===== src/rtl/rf_debug_arbiter_pkg.sv =====
// Shared encodings for the register-file debug arbiter: FSM states and
// register-index width.
package rf_debug_arbiter_pkg;

  localparam int REG_IDX_W = 5;
  localparam logic [REG_IDX_W-1:0] REG_ZERO = '0;

  typedef enum logic [2:0] {
    ST_IDLE     = 3'd0,
    ST_WAIT_BND = 3'd1,
    ST_ACCESS   = 3'd2,
    ST_CLEAR    = 3'd3,
    ST_ACK      = 3'd4
  } arb_state_e;

endpackage


===== src/rtl/rf_debug_arbiter_clear_sweeper.sv =====
// Register index generator for the zero-sweep: idx runs 1..NUM_REGS-1 while
// enabled and flags the final index so the FSM can leave CLEAR.
module rf_clear_sweeper
  import rf_debug_arbiter_pkg::*;
#(
  parameter int unsigned NUM_REGS = 32
) (
  input  logic                 clk,
  input  logic                 reset,
  input  logic                 en_i,
  output logic [REG_IDX_W-1:0] idx_o,
  output logic                 last_o
);

  localparam logic [REG_IDX_W-1:0] LAST_IDX = REG_IDX_W'(NUM_REGS - 1);

  logic [REG_IDX_W-1:0] idx_q, idx_d;

  // Reloading 1 whenever idle means the first CLEAR cycle always targets $1.
  always_comb idx_d = en_i ? idx_q + REG_IDX_W'(1) : REG_IDX_W'(1);

  always_ff @(posedge clk or posedge reset) begin
    if (reset) idx_q <= '0;
    else       idx_q <= idx_d;
  end

  assign idx_o  = idx_q;
  assign last_o = en_i && (idx_q == LAST_IDX);

endmodule


===== src/rtl/rf_debug_arbiter.sv =====
// Shares the register file write port and read port 1 between the CPU and a
// host/debug interface; debug accesses and clears happen only at IF boundaries.
module rf_debug_arbiter
  import rf_debug_arbiter_pkg::*;
#(
  parameter int unsigned WAIT_LIMIT = 255,
  parameter int unsigned NUM_REGS   = 32
) (
  input  logic        clk,
  input  logic        reset,
  input  logic        cpu_reg_write,
  input  logic [4:0]  cpu_write_register,
  input  logic [31:0] cpu_write_data,
  input  logic [4:0]  cpu_read_register1,
  input  logic        cpu_boundary,
  output logic        cpu_stall,
  input  logic        dbg_req,
  input  logic        dbg_we,
  input  logic [4:0]  dbg_addr,
  input  logic [31:0] dbg_wdata,
  output logic        dbg_ack,
  output logic        dbg_err,
  output logic [31:0] dbg_rdata,
  input  logic        dbg_clear,
  output logic        clr_done,
  output logic        dbg_busy,
  output logic        rf_reg_write,
  output logic [4:0]  rf_write_register,
  output logic [31:0] rf_write_data,
  output logic [4:0]  rf_read_register1,
  input  logic [31:0] rf_read_data1
);

  arb_state_e     state_q, state_d;
  logic           stall_q, stall_d, ack_q, ack_d, err_q, err_d;
  logic           done_q, done_d, pend_q, pend_d;
  logic [31:0]    rdata_q, rdata_d;
  logic [15:0]    cnt_q, cnt_d;
  logic           we_q, we_d;
  logic [4:0]     addr_q, addr_d;
  logic [31:0]    wdata_q, wdata_d;
  logic           latch_req, pend_drop, timeout;
  logic [REG_IDX_W-1:0] sweep_idx;
  logic           sweep_last;

  rf_clear_sweeper #(.NUM_REGS(NUM_REGS)) u_sweeper (
    .clk    (clk),
    .reset  (reset),
    .en_i   (state_q == ST_CLEAR),
    .idx_o  (sweep_idx),
    .last_o (sweep_last)
  );

  assign timeout = (WAIT_LIMIT != 0) && ((32'(cnt_q) + 32'd1) == WAIT_LIMIT);

  always_comb begin
    state_d   = state_q;
    cnt_d     = cnt_q;
    rdata_d   = rdata_q;
    err_d     = err_q;
    done_d    = 1'b0;
    latch_req = 1'b0;
    pend_drop = 1'b0;
    case (state_q)
      ST_IDLE: begin
        cnt_d     = '0;
        latch_req = dbg_req;
        if (pend_q || dbg_req) state_d = ST_WAIT_BND;
      end
      ST_WAIT_BND: begin
        if (cpu_boundary) begin
          pend_drop = pend_q;
          state_d   = pend_q ? ST_CLEAR : ST_ACCESS;
        end else if (timeout) begin
          // An abandoned clear only reports clr_done; the ack path is
          // reserved for a host that is actually waiting on dbg_req.
          pend_drop = pend_q;
          done_d    = pend_q;
          if (dbg_req) begin
            err_d   = 1'b1;
            state_d = ST_ACK;
          end else begin
            state_d = ST_IDLE;
          end
        end else begin
          cnt_d = cnt_q + 16'd1;
        end
      end
      ST_ACCESS: begin
        if (we_q)                    rdata_d = wdata_q;
        else if (addr_q == REG_ZERO) rdata_d = '0;
        else                         rdata_d = rf_read_data1;
        state_d = ST_ACK;
      end
      ST_CLEAR: begin
        if (sweep_last) begin
          done_d    = 1'b1;
          cnt_d     = '0;
          latch_req = dbg_req;
          state_d   = dbg_req ? ST_WAIT_BND : ST_IDLE;
        end
      end
      ST_ACK: begin
        if (!dbg_req) begin
          err_d   = 1'b0;
          state_d = ST_IDLE;
        end
      end
      default: state_d = ST_IDLE;
    endcase
    // A new pulse wins over the drop so a clear arriving on CLEAR entry is kept.
    pend_d  = dbg_clear | (pend_q & ~pend_drop);
    ack_d   = (state_d == ST_ACK);
    stall_d = (state_d != ST_IDLE);
    we_d    = latch_req ? dbg_we    : we_q;
    addr_d  = latch_req ? dbg_addr  : addr_q;
    wdata_d = latch_req ? dbg_wdata : wdata_q;
  end

  always_ff @(posedge clk or posedge reset) begin
    if (reset) begin
      state_q <= ST_IDLE;
      stall_q <= 1'b0;
      ack_q   <= 1'b0;
      err_q   <= 1'b0;
      done_q  <= 1'b0;
      pend_q  <= 1'b0;
      rdata_q <= '0;
      cnt_q   <= '0;
    end else begin
      state_q <= state_d;
      stall_q <= stall_d;
      ack_q   <= ack_d;
      err_q   <= err_d;
      done_q  <= done_d;
      pend_q  <= pend_d;
      rdata_q <= rdata_d;
      cnt_q   <= cnt_d;
    end
  end

  // Request payload is only meaningful once latched, so it carries no reset.
  always_ff @(posedge clk) begin
    we_q    <= we_d;
    addr_q  <= addr_d;
    wdata_q <= wdata_d;
  end

  always_comb begin
    rf_reg_write      = cpu_reg_write;
    rf_write_register = cpu_write_register;
    rf_write_data     = cpu_write_data;
    rf_read_register1 = cpu_read_register1;
    case (state_q)
      ST_ACCESS: begin
        rf_reg_write      = we_q && (addr_q != REG_ZERO);
        rf_write_register = addr_q;
        rf_write_data     = wdata_q;
        rf_read_register1 = addr_q;
      end
      ST_CLEAR: begin
        rf_reg_write      = 1'b1;
        rf_write_register = sweep_idx;
        rf_write_data     = '0;
      end
      ST_ACK:  rf_reg_write = 1'b0;
      default: ;
    endcase
  end

  assign cpu_stall = stall_q;
  assign dbg_ack   = ack_q;
  assign dbg_err   = err_q;
  assign dbg_rdata = rdata_q;
  assign clr_done  = done_q;
  assign dbg_busy  = (state_q != ST_IDLE);

endmodule


===== config.mk =====
export PLATFORM = sky130hd
export DESIGN_NAME = rf_debug_arbiter
export DESIGN_NICKNAME = d
export VERILOG_FILES = /design/src/rtl/rf_debug_arbiter_pkg.sv /design/src/rtl/rf_debug_arbiter_clear_sweeper.sv /design/src/rtl/rf_debug_arbiter.sv
export SDC_FILE = /design/constraint.sdc
export NUM_CORES = 1
export LEC_CHECK = 0
export CAP_MARGIN = 15
export CORE_ASPECT_RATIO = 1.4
export CORE_MARGIN = 2
export CORE_UTILIZATION = 40
export DETAILED_ROUTE_END_ITERATION = 8
export PLACE_DENSITY = 0.77
export SYNTH_ARGS = -nofsm -noshare
export SYNTH_HDL_FRONTEND = slang
export SYNTH_HIERARCHICAL = 1
export SYNTH_SLANG_ARGS = --single-unit

===== constraint.sdc =====
create_clock -name clk -period 7.8 [get_ports clk]
set_input_delay 1.95 -clock clk [delete_from_list [all_inputs] [get_ports clk]]
set_output_delay 1.95 -clock clk [all_outputs]
set_load 0.1 [all_outputs]

==> qor.csv <==
stage,metric,value,unit
setup_path,cpPeakStageDelay,1.21,ns
layout,fin_util,60.1,%
sta,hold_viol,0,
synth,seq_area_frac_synth,53.8,%
clocking,clock_path_buffers,2,
synth,synth_top_area_cell,dfrtp_1,
synth,yosysTopAreaCellShare,30.8,%
synth,synthArstFlopShare,61.6,%
detailed_routing,first_iter_violations,176,
setup_path,arrival,3.89,ns
sta,finalSetupViolations,0,
clocking,path_clk_slew,0.06,ns
synth,synthDistinctLibCells,53,
sta,worstMarginPinSlew,1.15,ns
detailed_routing,drt_wl_total,15300,um
synth,yosysMostFrequentCell,nand2_1,
synth,synthTopCellsByCount,"nand2_1, dfrtp_1, nor2_1",
floorplanning,rows,48,
global_routing,grt_usage,22.3,%
synth,synthFlopType,dfrtp_1,
worst_hold_path,hold_class,flip-flop to flip-flop,
detailed_routing,vias_per_cell,5.45,
clocking,post-cts-setup-buffers,0,
clocking,tritoncts,done,
worst_hold_path,hold_start,u_sweeper/idx_o[0],
layout,seq_area,2670,um2
clocking,cts_made_buffers,9,
global_routing,antenna_found_initial,0,
floorplanning,die_h,136,um
detailed_routing,wl_per_cell,18.4,um
synth,synth_area_leaders,"dfrtp_1, edfxtp_1, nand2_1",
setup_path,cp-start-kind,input port,
global_routing,grt_pass1_wl,23300,um
layout,fin_cells,832,
synth,synth_area,4960,um2
setup_path,required,5.85,ns
clocking,worst_skew_pair.late_latency,0.34,ns
detailed_routing,firstDrtPassIters,5,
synth,ys_ff_latch,99,
layout,diodes,0,
place,dp.cells,816,
synth,synth_edf_count,38,
setup_path,critPathKind,input port to output port,
synth,yosys_warnings,6,
sta,rsz0062_at_grt,no,
setup_path,reg2reg_from,state_q[0],
clocking,cts_hold_buf,0,
sta,finalSetupTns,0,ns
floorplanning,core-area,12200,um2
layout,area_delta_synth_final,47.8,%
layout,drive_gt1_share,6.45,%
sta,maxSlewHeadroom,23.2,%
clocking,htreeDepth,3,
clocking,cts_root_buf,clkbuf_16,
layout,nNetsFinal,799,
place,dp_hpwl,11100,um
sta,max_freq,171,MHz
global_routing,grt_overflow,0,
global_routing,grt_pass1_vias,4359,
sta,whs,0.515,ns
setup_path,cp-end-kind,output port,
floorplanning,dieWidth,98.1,um
synth,syn_nets,622,
layout,fillers,986,
job,cap_violations,0,
synth,syn-instance-count,500,
outcome,status,"complete, no violations",
floorplanning,start_util,40.7,%
synth,syn_area_per_cell,9.92,um2
detailed_routing,vias,4533,
global_routing,grt_start_max_net_pins,70,
clocking,cts_resized,0,
sta,fin_skew,0.00842,ns
setup_path,crit_slowest_cell,clkdlybuf4s50_1,
setup_path,startpoint,cpu_write_data[23],
detailed_routing,antenna_left,0,
setup_path,path_cells,clkdlybuf4s50_1 -> nand2_1 -> o21ai_0 -> clkdlybuf4s50_1,
clocking,clock-sinks,99,
layout,multiInputGateArea,2120,um2
detailed_routing,route.detailed.drc,0,
setup_path,path_common_cell,clkdlybuf4s50_1,
floorplanning,die-area,13300,um2
floorplanning,io_pins,198,
place,portBuffers,197,
sta,finalCritPeriodShare,74.9,%
sta,fin_crit,5.84,ns
setup_path,critPathMaxFanout,1,
place,gp_congestion,0.877,
sta,timing.final.max_slew_violations,0,
## layout by cell type (no fill, tap or decap), drive strengths merged, types with 3 or more instances in the layout
cell             n
dfrtp           61
nand2           78
xor2             9
a21oi           43
a22o            13
a22oi           32
ha               4
o22a             3
clkinv           3
and2             5
and3             3
inv             12
nor2            52
clkbuf          11
mux2             6
clkdlybuf4s50  197
nor4             5
nand3            9
or3              3
o21ai           38
buf              6
nor3             5
mux2i            9
edfxtp          38
nand4            4
xnor2            9
## flip-flops by register name, indices dropped and copies added (netlist names)
register and flops:
wdata_q 32, pend_q 1, we_q 1, clr_done 1, dbg_rdata 32, dbg_ack 1
cnt_q 16, dbg_err 1, addr_q 5, cpu_stall 1, u_sweeper/idx_o 5, state_q 3
## routing by layer
layer  vias up  track usage (%)  share of wire, %
li1       2132                -                 -
met1      2180             27.4                39
met2       199             39.2                51
met3        22             3.92               7.8
met4         0             8.26               2.2
met5         -                0                 0
## worst max-delay path, delay by kind of cell
kind | cells | cell delay [ns]
AOI/OAI and AO/OA | 1 | 0.20
buffers and inverters | 2 | 1.67
and+or+nand+nor | 1 | 0.07
## layout make-up
type	instances	area share (%)
clock inverters	5	0.682
multi-input cells	353	28.9
well taps	150	2.56
flip-flops and latches	99	36.4
repair buffers	203	27.5
inverters	11	0.563
clock buffers	11	3.45
## worst paths after layout
path                       slack [ns]                 end  cells after the start
setup / recovery                 1.96   rf_write_data[23]                      4
hold / removal                   0.52  u_sweeper/idx_o[0]                      1
setup reg to reg                 4.11           cpu_stall                      9
hold reg to reg                  0.52  u_sweeper/idx_o[0]                      1
max in group asynchronous        4.91             dbg_ack                      3
min in group asynchronous        1.87  u_sweeper/idx_o[3]                      2
## stage by stage
step / area (um2) / setup slack, ns
2_1_floorplan: 4960 / 2.39
3_3_place_gp: 7030 / 1.93
3_5_place_dp: 7030 / 1.94
4_1_cts: 7330 / 1.92
5_1_grt: 7330 / 1.88
6_report: 7330 / 1.96
## cell families after synthesis
kind of cell / synth area share, %
buffers and inverters: 3.91
muxes: 3.18
adders and majority gates: 1.01
AOI/OAI and AO/OA: 18.4
and+or+nand+nor: 16.6
DFF: 53.8
xor gates and xnor gates: 3.18
Power is left out: the tool's default activity adds up to more than one toggle a clock period on the data nets, which glitch-free logic cannot reach.
